### config.mk
export PLATFORM = sky130hd
export DESIGN_NAME = axis_traffic_gen
export DESIGN_NICKNAME = d
export VERILOG_FILES = /design/src/rtl/axis_traffic_gen_pkg.sv /design/src/rtl/axis_traffic_gen.sv
export SDC_FILE = /design/constraint.sdc
export NUM_CORES = 1
export LEC_CHECK = 0
export ABC_AREA = 1
export CORE_ASPECT_RATIO = 0.8
export CORE_MARGIN = 2
export CORE_UTILIZATION = 50
export DETAILED_ROUTE_END_ITERATION = 8
export GPL_ROUTABILITY_DRIVEN = 1
export PLACE_DENSITY = 0.73
export SYNTH_ARGS = -nofsm -noshare
export SYNTH_HDL_FRONTEND = slang
export SYNTH_SLANG_ARGS = --single-unit
### constraint.sdc
create_clock -name clk -period 6.1 [get_ports clk]
set_input_delay 0.61 -clock clk [delete_from_list [all_inputs] [get_ports clk]]
set_output_delay 0.61 -clock clk [all_outputs]
set_load 0.1 [all_outputs]
### src/rtl/axis_traffic_gen_pkg.sv
// -----------------------------------------------------------------------------
// axis_traffic_gen_pkg
//   Shared types and helpers for the AXI-Stream traffic generator.
//   - tg_state_t   : generator FSM state encoding (IDLE, SEND, GAP)
//   - MAX_LEN_WIDTH: widest packet-length field the helper below accepts
//   - MIN_PKT_LEN  : shortest legal packet; a zero length config maps to this
//   - eff_len()    : effective packet length, max(len, MIN_PKT_LEN)
// -----------------------------------------------------------------------------
package axis_traffic_gen_pkg;

  typedef enum logic [1:0] {
    IDLE = 2'd0,
    SEND = 2'd1,
    GAP  = 2'd2
  } tg_state_t;

  localparam int unsigned MAX_LEN_WIDTH = 32;
  localparam int unsigned MIN_PKT_LEN   = 1;

  // A zero-length packet has no beat to carry tlast, so it is promoted to one word.
  function automatic logic [MAX_LEN_WIDTH-1:0] eff_len(input logic [MAX_LEN_WIDTH-1:0] len);
    return (len == '0) ? MAX_LEN_WIDTH'(MIN_PKT_LEN) : len;
  endfunction

endpackage

### src/rtl/axis_traffic_gen.sv
// -----------------------------------------------------------------------------
// axis_traffic_gen
//   AXI-Stream packet source. On a start pulse it emits a run of fixed-length
//   packets framed with tlast, carrying a free-running incrementing word count,
//   with a configurable number of idle cycles between packets. Fully
//   ready/valid compliant, so downstream backpressure stalls it losslessly.
//
// Ports:
//   clk, rst_n        : clock, asynchronous active-low reset
//   start             : one-cycle pulse that begins a run (ignored while busy)
//   stop              : requests a graceful end of run after the current packet
//   cfg_pkt_len       : words per packet (0 behaves as 1)
//   cfg_pkt_num       : packets per run (0 = run until stop)
//   cfg_gap           : idle cycles between packets
//   busy              : run in progress
//   done              : one-cycle pulse in the first idle cycle after a run
//   pkt_cnt           : packets completed in the current/last run
//   m_axis_*          : AXI-Stream master interface
// -----------------------------------------------------------------------------
module axis_traffic_gen
  import axis_traffic_gen_pkg::*;
#(
  parameter int DWIDTH    = 32,
  parameter int LEN_WIDTH = 16,
  parameter int CNT_WIDTH = 32
) (
  input  logic                 clk,
  input  logic                 rst_n,
  input  logic                 start,
  input  logic                 stop,
  input  logic [LEN_WIDTH-1:0] cfg_pkt_len,
  input  logic [CNT_WIDTH-1:0] cfg_pkt_num,
  input  logic [LEN_WIDTH-1:0] cfg_gap,
  output logic                 busy,
  output logic                 done,
  output logic [CNT_WIDTH-1:0] pkt_cnt,
  output logic [DWIDTH-1:0]    m_axis_tdata,
  output logic                 m_axis_tvalid,
  input  logic                 m_axis_tready,
  output logic                 m_axis_tlast
);

  tg_state_t            state;
  logic [LEN_WIDTH-1:0] last_beat_q;
  logic [LEN_WIDTH-1:0] gap_q;
  logic [CNT_WIDTH-1:0] pkt_num_q;
  logic [LEN_WIDTH-1:0] beat_cnt;
  logic [LEN_WIDTH-1:0] gap_cnt;
  logic                 stop_pending;

  logic [LEN_WIDTH-1:0] cfg_last_beat;
  logic                 handshake;
  logic                 stop_req;
  logic                 count_reached;
  logic                 run_end;
  logic                 gap_end;

  // Index of the tlast beat, derived from the effective (never zero) length.
  assign cfg_last_beat = LEN_WIDTH'(eff_len(MAX_LEN_WIDTH'(cfg_pkt_len)) - MAX_LEN_WIDTH'(1));

  assign handshake = m_axis_tvalid & m_axis_tready;

  // A stop arriving in the same cycle as the closing handshake still counts,
  // so the run never sends one packet more than needed after a stop.
  assign stop_req = stop_pending | stop;

  // Compared one bit wider so the packet that reaches an all-ones count matches exactly.
  assign count_reached = (pkt_num_q != '0) &&
                         (({1'b0, pkt_cnt} + (CNT_WIDTH+1)'(1)) == {1'b0, pkt_num_q});

  assign run_end = count_reached | stop_req;
  assign gap_end = (gap_cnt == (gap_q - LEN_WIDTH'(1)));

  // Single FSM owning every output register. tdata doubles as the word counter:
  // it only advances on a handshake, which keeps data held while stalled.
  always_ff @(posedge clk or negedge rst_n) begin
    if (!rst_n) begin
      state         <= IDLE;
      last_beat_q   <= '0;
      gap_q         <= '0;
      pkt_num_q     <= '0;
      beat_cnt      <= '0;
      gap_cnt       <= '0;
      stop_pending  <= 1'b0;
      busy          <= 1'b0;
      done          <= 1'b0;
      pkt_cnt       <= '0;
      m_axis_tdata  <= '0;
      m_axis_tvalid <= 1'b0;
      m_axis_tlast  <= 1'b0;
    end else begin
      done <= 1'b0;
      case (state)
        IDLE: begin
          if (start) begin
            last_beat_q   <= cfg_last_beat;
            gap_q         <= cfg_gap;
            pkt_num_q     <= cfg_pkt_num;
            pkt_cnt       <= '0;
            beat_cnt      <= '0;
            gap_cnt       <= '0;
            m_axis_tdata  <= '0;
            stop_pending  <= stop;
            busy          <= 1'b1;
            m_axis_tvalid <= 1'b1;
            m_axis_tlast  <= (cfg_last_beat == '0);
            state         <= SEND;
          end
        end

        SEND: begin
          if (stop) begin
            stop_pending <= 1'b1;
          end
          if (handshake) begin
            m_axis_tdata <= m_axis_tdata + DWIDTH'(1);
            if (m_axis_tlast) begin
              beat_cnt <= '0;
              // Saturates only matters in unbounded runs; bounded runs end first.
              if (pkt_cnt != '1) begin
                pkt_cnt <= pkt_cnt + CNT_WIDTH'(1);
              end
              if (run_end) begin
                state         <= IDLE;
                m_axis_tvalid <= 1'b0;
                m_axis_tlast  <= 1'b0;
                busy          <= 1'b0;
                done          <= 1'b1;
                stop_pending  <= 1'b0;
              end else if (gap_q == '0) begin
                m_axis_tlast <= (last_beat_q == '0);
              end else begin
                state         <= GAP;
                m_axis_tvalid <= 1'b0;
                m_axis_tlast  <= 1'b0;
                gap_cnt       <= '0;
              end
            end else begin
              beat_cnt     <= beat_cnt + LEN_WIDTH'(1);
              m_axis_tlast <= ((beat_cnt + LEN_WIDTH'(1)) == last_beat_q);
            end
          end
        end

        GAP: begin
          if (stop_req) begin
            state        <= IDLE;
            busy         <= 1'b0;
            done         <= 1'b1;
            stop_pending <= 1'b0;
          end else if (gap_end) begin
            state         <= SEND;
            gap_cnt       <= '0;
            m_axis_tvalid <= 1'b1;
            m_axis_tlast  <= (last_beat_q == '0);
          end else begin
            gap_cnt <= gap_cnt + LEN_WIDTH'(1);
          end
        end

        default: begin
          state <= IDLE;
        end
      endcase
    end
  end

endmodule

==> results of run 1 <==
==> path summary, 6_finish.rpt <==
path                                 from                to
max in group asynchronous           rst_n          gap_q[6]
min reg2reg                last_beat_q[2]    last_beat_q[2]
min                                 rst_n  m_axis_tdata[30]
max reg2reg                      state[1]  m_axis_tdata[17]
min in group clk           last_beat_q[2]    last_beat_q[2]
max                              state[1]  m_axis_tdata[17]
==> cells in the final DEF (no fill, tap or decap), types with 19 or more instances in the layout <==
cell type and count:
dfrtp_1 167, xor2_1 57, inv_1 159, o21ai_1 23
o22ai_1 32, clkdlybuf4s50_1 135, nand2_1 436, nor3_1 26
o21ai_0 75, nand4_1 33, nand3_1 98, xnor2_1 19
a21oi_1 22, nor2_1 171
==> kinds of logic (layout without fill, tap and decap cells) <==
logic type / count (synthesis) / in the layout / synth area share [%]
flops: 167 / 167 / 39.9
simple gates: 839 / 839 / 35.1
buf+inv: 199 / 342 / 7.32
fa+ha+maj: 11 / 11 / 1.31
xor+xnor: 83 / 83 / 7.85
compound gates: 164 / 164 / 8.58
==> per-layer routing <==
metal	global-route usage [%]	part of all wire [%]	vias up
li1	-	-	4999
met3	4.22	6.6	38
met4	7.49	1.7	0
met1	37.5	47	4645
met2	40.3	45	333
met5	0	0	-
==> area by class of cell <==
type / count / area (µm²)
Tap cell: 269 / 337
Clock inverter: 10 / 96.3
Clock buffer: 22 / 474
Sequential cell: 167 / 4180
Fill cell: 1855 / 7970
Inverter: 167 / 627
Multi-Input combinational cell: 1097 / 5540
Timing Repair Buffer: 143 / 1420
==> state kept, by name, summed over array words and instances (netlist names), 2 cells and up <==
name / count
beat_cnt: 16
gap_cnt: 16
gap_q: 16
last_beat_q: 16
m_axis_tdata: 32
pkt_cnt: 32
pkt_num_q: 32
state: 2
==> metrics by stage <==
stage / instances / hold slack [ns] / utilization [%]
after floorplan: 1463 / 0.314 / -
after CTS: 1875 / 0.203 / 61.4
after global placement: 1843 / 0.472 / 58.6
final: 1875 / 0.166 / 61.4
after detailed placement: 1843 / 0.476 / 58.6
after global routing: 1875 / 0.220 / 61.4
==> where the power goes <==
part	internal [mW]	leakage (nW)	total [mW]	switching (mW)
clock	0.595	0.269	1.05	0.457
combinational	0.589	3.04	1.76	1.17
sequential	1.36	2.21	1.62	0.261
total	2.55	5.53	4.43	1.89
==> worst reg2reg max path, delay by kind of cell (launching register included) <==
family	cells	cell delay [ns]
buffers and inverters	3	0.20
flip-flops	1	0.42
adder cells (fa/ha/maj)	1	0.46
AND/OR/NAND/NOR	8	2.09
AO/OA/AOI/OAI	2	0.25
==> out/metrics.yaml, run 1 <==
run_status:
  status: "completed"
drt:
  drt_wl_total_mm: 28.0
  routedWlPerCell_um: 14.9
  drtPass1Iterations: 6
  drc_errors: 0
  ant_nets: 0
  route.vias.total: 10000
  first_iter_violations: 1023
  vias_per_cell: 5.34
synthesis:
  synthArstFlopShare_pct: 100
  synth_common_cells: "436 x nand2_1, 172 x nor2_1, 167 x dfrtp_1, 159 x inv_1, 98 x nand3_1"
  synth_area_leaders: "dfrtp_1 40%, nand2_1 16%, nor2_1 6.2%"
  syn_area_per_cell_um2: 7.17
  yosysSeqAreaShare_pct: 39.9
  synth-main-ff-cell: "dfrtp_1"
  yosysWarnings: 0
  synth.most_common_cell: "nand2_1"
  syn_nets: 1543
  yosys.area.top_type: "dfrtp_1"
  synth.cell_area_mm2: 0.0105
  synth_edf_count: 0
  yosysTopAreaCellShare_pct: 39.9
  synth_seq_cells: 167
  yosysUniqueCellTypes: 46
  synth_cells: 1463
timing:
  maxSlewViolCount: 0
  worst_slack_ns: 2.62
  relSlewSlack_pct: 30.5
  rsz0062_at_grt: "false"
  hold_violations: 0
  setup_viol: 0
  fmax_mhz: 288
  post-route-min-period_ns: 3.48
  fin_worst_skew_ns: 0.00912
  period_share_pct: 57.0
  tightest_slew_ns: 1.04
  setup-tns-final_ns: 0
clock_tree:
  cts_tree: "done"
  ctsHoldBuffers: 0
  cts_resized: 0
  clock-root-buffer: "clkbuf_16"
  cts.path.max_buffers: 2
  cts.sinks: 167
  clk_latency_ns: 0.43
  clkTransAtPathRegs_ns: 0.07
  cts_max_level: 4
  post_cts_buffers: 0
  cts_buffers: 17
die:
  io_pins: 137
  start_util_pct: 50.8
  coreArea_mm2: 0.0206
  fp.dieArea_mm2: 0.0221
  fp-row-count: 47
  die_x_um: 166
  die_h_um: 134
worst_setup_path:
  startpoint_type: "register"
  rrSetupSlack_ns: 2.62
  worst-path-buf-inv: 3
  cp-end-kind: "register"
  cp.arrival_ns: 3.84
  cp_common_cell: "nor2_1"
  max_stage_delay_ns: 0.58
  critPathTopFamily: "simple AND/OR/NAND/NOR gates"
  r2r_cells: 14
  worstPathCellList: "inv_1 -> ha_1 -> nor2_1 -> nor3_4 -> nand4_1 -> nor2_1 -> inv_2 -> nor2_1 -> inv_2 -> nor2_2 -> nand4_1 -> nor3_1 -> o21ai_0 -> a21oi_1"
  cp.required_ns: 6.46
  cp_max_fo: 16
  critPathKind: "reg -> reg"
  path_depth: 14
  slowest_stage: "nor3_4"
placed_design:
  io_buffers: 136
  gp_congestion: 0.937
  place_ws_ns: 2.61
  hpwl_mm: 21.1
  placed_cell_area_mm2: 0.0121
pwr:
  total_power_mw: 4.43
  peakVddDrop_v: 0.000231
  leakagePower_nw: 5.53
  p_per_area_mw_per_mm2: 350
hold_path:
  hp-class: "in -> async"
layout:
  drive_above_1_share_pct: 5.23
  final_cell_area_mm2: 0.0127
  nNetsFinal: 1673
  area_delta_synth_final_pct: 20.8
  antenna_cells: 0
global_route:
  antenna_found_initial: 0
  overflow: 0
  grt_pass1_vias: 9376
  grt_usage_pct: 25.9
  grt_start_max_net_pins: 67
  grt_first_pass_wirelength_mm: 46.6
run:
  drv_cap: 0
Note: power is estimated with default switching activity, not from simulation.
==> run 2: changes to the inputs <==
--- a/config.mk
+++ b/config.mk
@@ -11,7 +11,7 @@
 export CORE_UTILIZATION = 50
 export DETAILED_ROUTE_END_ITERATION = 8
 export GPL_ROUTABILITY_DRIVEN = 1
-export PLACE_DENSITY = 0.73
+export PLACE_DENSITY = 0.76
 export SYNTH_ARGS = -nofsm -noshare
 export SYNTH_HDL_FRONTEND = slang
 export SYNTH_SLANG_ARGS = --single-unit
==> constraint.sdc (replaced) <==
create_clock -name clk -period 3.1 [get_ports clk]
set_input_delay 0.31 -clock clk [delete_from_list [all_inputs] [get_ports clk]]
set_output_delay 0.31 -clock clk [all_outputs]
set_load 0.1 [all_outputs]
==> run 2 against run 1 <==
  * Wire length rose by 2.9%
  * First-iteration DRC count is 7.4% higher
  * Setup slack worse by 2.4 ns
  * Register-to-register slack got worse by 2.4 ns
  * Sequential share of layout area down 0.21 points
  * Cell count up 0.91%
  * Via count up 1.4%
  * Highest routed layer unchanged
==> out/metrics.yaml, run 2 (synthesis results as in run 1) <==
die:
  die_h_um: 134  # unchanged
  io_pins: 137  # unchanged
  start_util_pct: 50.8  # unchanged
  die_x_um: 166  # unchanged
  fp.dieArea_mm2: 0.0221  # unchanged
  coreArea_mm2: 0.0206  # unchanged
  fp-row-count: 47  # unchanged
worst_setup_path:
  cp_max_fo: 9  # -7
  cp.required_ns: 3.41  # -3.05 ns
  startpoint_type: "register"
  critPathKind: "reg -> reg"
  cp.arrival_ns: 3.15  # -0.69 ns
  cp-end-kind: "register"
  r2r_cells: 15  # +1
pwr:
  p_seq_share_pct: 35.5  # -1.1 points
  leakagePower_nw: 5.73  # +3.7%
  power_switching_share_pct: 41.8  # -0.86 points
  power.net_switching_mw: 3.75  # +99%
  pwr-share-comb_pct: 40.3  # +0.6 points
  peakVddDrop_v: 0.000460  # +100%
  internal_power_mw: 5.23  # +110%
  clkPwrFrac_pct: 24.2  # +0.5 points
  p_per_area_mw_per_mm2: 705  # +100%
global_route:
  grt_first_pass_wirelength_mm: 47.2  # +1.2%
  grt_pass1_vias: 9577  # +2.1%
  grt_usage_pct: 26.3  # +0.39 points
  overflow: 0  # unchanged
  antenna_found_initial: 0  # unchanged
  grt_start_max_net_pins: 60  # -10%
clock_tree:
  cts.sinks: 167  # unchanged
  cts_tree: "done"
  cts_buffers: 17  # unchanged
  post_cts_buffers: 0  # unchanged
  clkTransAtPathRegs_ns: 0.06  # about the same
  cts.path.max_buffers: 2  # unchanged
  cts_max_level: 4  # unchanged
  clock-root-buffer: "clkbuf_16"
  clk_latency_ns: 0.43  # about the same
drt:
  drc_errors: 0  # unchanged
  ant_nets: 0  # unchanged
  routedWlPerCell_um: 15.2  # +2.0%
  drt_wl_total_mm: 28.8  # +2.9%
  vias_per_cell: 5.37  # +0.54%
  drtPass1Iterations: 6  # unchanged
  first_iter_violations: 1099  # +7.4%
  route.vias.total: 10200  # +1.4%
layout:
  reg_top3: "m_axis_tdata x32, pkt_cnt x32, pkt_num_q x32"
  final_common_cell: "nand2_1"
  antenna_cells: 0  # unchanged
  layout_common_cells: "435 x nand2_1, 170 x nor2_1, 167 x dfrtp_1"
  nNetsFinal: 1692  # +1.1%
  drive_above_1_share_pct: 9.30  # +4.1 points
  area_delta_synth_final_pct: 21.6
  stdcell_count: 1892  # +0.91%
timing:
  relSlewSlack_pct: 33.5  # +3.0 points
  fin_worst_skew_ns: 0.0127  # +0.00354 ns
  post-route-min-period_ns: 2.83  # -0.645 ns
  hold_violations: 0  # unchanged
  setup-tns-final_ns: 0  # unchanged
  fmax_mhz: 353  # +23%
  setup_viol: 0  # unchanged
  tightest_slew_ns: 0.994  # -0.0456 ns
  maxSlewViolCount: 0  # unchanged
  period_share_pct: 91.4  # +34 points
  rsz0062_at_grt: "false"
hold_path:
  min_path_cells: 3
  hp-class: "in -> reg"
placed_design:
  dp.cells: 1861  # +0.98%
  io_buffers: 136  # unchanged
  hpwl_mm: 21.6  # +2.8%
  gp_congestion: 0.933  # -0.38%
run:
  drv_cap: 0  # unchanged
run_status:
  status: "completed"
-- run 2: cell count changes in the layout (fill, tap and decap cells not counted), moves of 2 or more --
cell / before / now
buf_12: 0 / 2
buf_4: 7 / 71
bufinv_16: 1 / 3
clkbuf_1: 2 / 4
clkdlybuf4s50_1: 135 / 86
clkinv_2: 2 / 0
-- run 2: area by class of cell --
cell class / instances / area (µm²)
Inverter: 167 / 627
Timing Repair Buffer: 162 / 1470
Sequential cell: 167 / 4180
Clock inverter: 7 / 121
Tap cell: 269 / 337
Clock buffer: 23 / 468
Multi-Input combinational cell: 1097 / 5550
Fill cell: 1887 / 7890
-- run 2: per-layer routing --
layer  GRT usage, %  wire, µm  vias up
met4           8.65       609        0
met2           41.7     13200      334
li1               -         -     5024
met3           4.19      1600       42
met5              0         0        -
met1           37.0     13500     4760
-- run 2: critical path, cell delays in order (launching register included) --
cell and delay [ns]:
dfrtp_1 0.42, inv_1 0.09, ha_2 0.29, nor2_1 0.17, nor3_4 0.28, nand3_2 0.15
nor2_2 0.14, nand2_2 0.10, nor2_1 0.17, nand2_1 0.13, nor4_1 0.30, nand2_1 0.12
nor2_1 0.11, nand2_1 0.07, o21ai_1 0.14, nor2_1 0.06
-- run 2: final timing paths --
kind | slack [ns] | startpoint | end
worst max-delay path | 0.27 | state[1] | m_axis_tdata[28]
worst min-delay path | 0.42 | cfg_gap[5] | gap_q[5]
worst max register to register | 0.27 | state[1] | m_axis_tdata[28]
worst min register to register | 0.50 | gap_cnt[3] | gap_cnt[3]
max in group asynchronous | 1.86 | rst_n | last_beat_q[4]
min in group asynchronous | 0.44 | rst_n | m_axis_tdata[12]
-- run 2: per-stage QoR --
step	worst slack, ns	total power, mW	hold slack (ns)	cell area, µm²	util [%]
2_1_floorplan	0.0568	5.71	0.0144	10500	-
3_3_place_gp	0.0626	6.69	0.333	12100	58.8
3_5_place_dp	0.0585	6.77	0.338	12100	58.8
4_1_cts	0.112	8.98	0.404	12700	61.7
5_1_grt	0.00916	9.56	0.409	12800	61.8
6_report	0.267	8.98	0.416	12800	61.8
-- run 2: what timing repair did --
item,in CTS,in global routing
gates resized for setup,0,5
setup endpoints to repair,0,16
hold endpoints to repair,55,0
hold buffers,1,0
-- run 2: power groups by stage --
stage               clock (mW)  sequential, mW  combinational [mW]
global placement             0            3.20                3.49
floorplan                    0            3.50                2.20
detailed placement           0            3.20                3.57
CTS                       2.20            3.18                3.61
global route              2.29            3.26                4.01
finish                    2.17            3.19                3.63
==> run 3: changes to the inputs <==
--- a/config.mk
+++ b/config.mk
@@ -6,9 +6,11 @@
 export NUM_CORES = 1
 export LEC_CHECK = 0
 export ABC_AREA = 1
+export CAP_MARGIN = 20
 export CORE_ASPECT_RATIO = 0.8
 export CORE_MARGIN = 2
 export CORE_UTILIZATION = 50
+export CTS_BUF_LIST = sky130_fd_sc_hd__clkbuf_2
 export DETAILED_ROUTE_END_ITERATION = 8
 export GPL_ROUTABILITY_DRIVEN = 1
 export PLACE_DENSITY = 0.76
==> run 3 against run 2 <==
  * Non-clock buffer count up 2
  * Setup slack worse by 0.013 ns
  * Worst hold slack worse by 0.34 ns
  * Global-route usage down 0.48 points
  * Largest cell class unchanged
  * Highest routed layer unchanged
==> out/metrics.yaml, run 3 (synthesis results as in run 1) <==
run_status:
  status: "completed"
layout:
  final_common_cell: "nand2_1"
  nNetsFinal: 1694  # +0.12%
  drive_above_1_share_pct: 9.54  # +0.23 points
  area_delta_synth_final_pct: 18.4
  reg_top3: "m_axis_tdata x32, pkt_cnt x32, pkt_num_q x32"
  utilization_pct: 60.2  # -1.6 points
  final_cell_area_mm2: 0.0124  # -2.6%
  layout_common_cells: "435 x nand2_1, 170 x nor2_1, 166 x dfrtp_1"
run:
  drv_cap: 0  # unchanged
timing:
  setup_viol: 0  # unchanged
  setup-tns-final_ns: 0  # unchanged
  maxSlewViolCount: 0  # unchanged
  hold_violations: 0  # unchanged
  fmax_mhz: 351  # -0.46%
  tightest_slew_ns: 0.991  # -0.00294 ns
  period_share_pct: 91.8  # +0.42 points
  relSlewSlack_pct: 33.7  # +0.20 points
  worst_slack_ns: 0.254  # -0.0131 ns
  rsz0062_at_grt: "false"
  fin_worst_skew_ns: 0.0407  # +0.0280 ns
  post-route-min-period_ns: 2.85  # +0.0131 ns
global_route:
  antenna_found_initial: 1  # +1
  grt_start_max_net_pins: 60  # unchanged
  grt_pass1_vias: 9427  # -1.6%
  grt_first_pass_wirelength_mm: 46.5  # -1.4%
  overflow: 0  # unchanged
  grt_usage_pct: 25.8  # -0.48 points
pwr:
  p_per_area_mw_per_mm2: 643  # -8.7%
  leakagePower_nw: 5.60  # -2.3%
  peakVddDrop_v: 0.000471  # +2.4%
clock_tree:
  cts_buffers: 17  # unchanged
  cts_tree: "done"
  cts_max_level: 4  # unchanged
  cts.sinks: 167  # unchanged
  clock-root-buffer: "clkbuf_2"
  clkTransAtPathRegs_ns: 0.24  # +0.18 ns
  cts.path.max_buffers: 2  # unchanged
  clk_latency_ns: 0.73  # +0.30 ns
drt:
  route.vias.total: 10100  # -0.65%
  drtPass1Iterations: 6  # unchanged
  drt_wl_total_mm: 28.2  # -2.1%
  ant_nets: 0  # unchanged
  vias_per_cell: 5.33  # -0.81%
  routedWlPerCell_um: 14.9  # -2.2%
  drc_errors: 0  # unchanged
  first_iter_violations: 1109  # +0.91%
worst_setup_path:
  cp_common_cell: "nand2_1"
  slowest_stage: "dfrtp_2"
  critPathKind: "reg -> reg"
  max_stage_delay_ns: 0.49  # +0.07 ns
  cp.required_ns: 3.76  # +0.35 ns
  cp-end-kind: "register"
  cp.arrival_ns: 3.50  # +0.35 ns
  startpoint_type: "register"
  cp_max_fo: 12  # +3
  worstPathCellList: "ha_1 -> nand2_2 -> nor2_8 -> nand2_1 -> nor2_4 -> nand2_2 -> nand3_1 -> nor2_1 -> nand2_1 -> nor2_1 -> nand2_1 -> nor2_1 -> nand3_2 -> nand2_1 -> o21ai_2 -> nand2_2 -> buf_4 -> nand2_1 -> o21ai_1"
hold_path:
  hp-class: "in -> reg"
die:
  coreArea_mm2: 0.0206  # unchanged
  io_pins: 137  # unchanged
  fp.dieArea_mm2: 0.0221  # unchanged
  fp-row-count: 47  # unchanged
  die_h_um: 134  # unchanged
  start_util_pct: 50.8  # unchanged
  die_x_um: 166  # unchanged
placed_design:
  placed_cell_area_mm2: 0.0121  # unchanged
  hpwl_mm: 21.6  # unchanged
  io_buffers: 136  # unchanged
  gp_congestion: 0.933  # unchanged
  place_ws_ns: 0.0585  # unchanged
## run 3: changes by cell type in the layout (fill, tap and decap cells not counted), moves of 2 or more
cell / delta
clkbuf_16: -17
clkbuf_8: -2
clkbuf_1: -4
clkinv_1: +2
clkbuf_2: +21
## run 3: layout make-up
class	instances	area, µm²
repair buffers	164	1480
clock inverters	9	129
well taps	269	337
clock buffers	21	105
inverters	167	627
diodes	1	2.50
multi-input cells	1097	5550
flip-flops and latches	167	4180
fillers	1947	8220
## run 3: final timing paths
kind | start | endpoint | slack [ns] | depth (start not counted)
hold reg to reg | last_beat_q[2] | last_beat_q[2] | 0.52 | 2
setup / recovery | pkt_cnt[0] | gap_cnt[12] | 0.25 | 19
hold / removal | cfg_pkt_num[0] | pkt_num_q[0] | 0.08 | 3
max in group asynchronous | rst_n | last_beat_q[4] | 2.18 | 3
min in group asynchronous | rst_n | m_axis_tdata[25] | 0.09 | 2
setup reg to reg | pkt_cnt[0] | gap_cnt[12] | 0.25 | 19
## run 3: layer usage
metal	global-route usage [%]	vias to the layer above	share of wire, %
met5	0	-	0
met4	6.28	0	1.4
met3	4.07	33	5.0
met2	41.3	290	46
met1	37.0	4734	48
li1	-	5037	-
## run 3: critical path, delay by kind of cell (launching register included)
family                     cells  cell delay (ns)
AOI/OAI and AO/OA              2             0.15
adders and majority gates      1             0.24
buffers and inverters          1             0.19
DFF                            1             0.49
and+or+nand+nor               15             1.71
## run 3: stage by stage
step | cells | power (mW) | hold slack (ns)
3_3_place_gp | 1861 | 6.69 | 0.333
5_1_grt | 1895 | 8.56 | 0.00899
6_report | 1895 | 7.99 | 0.0766
3_5_place_dp | 1861 | 6.77 | 0.338
2_1_floorplan | 1463 | 5.71 | 0.0144
4_1_cts | 1892 | 7.98 | 0.0161
## run 3: what timing repair did
| action | in CTS | in global routing |
|---|---|---|
| resized for setup | 0 | 6 |
| endpoints found under the hold margin | 99 | 1 |
| buffers inserted | 0 | 1 |
| hold buffers | 1 | 1 |
| endpoints found under the setup margin | 0 | 20 |
## run 3: where the power goes
group / total [mW] / leakage (nW) / internal, mW / switching [mW]
Combinational: 3.60 / 3.25 / 1.26 / 2.35
Clock: 1.21 / 0.137 / 0.448 / 0.761
Sequential: 3.18 / 2.21 / 2.67 / 0.506
Total: 7.99 / 5.60 / 4.38 / 3.61
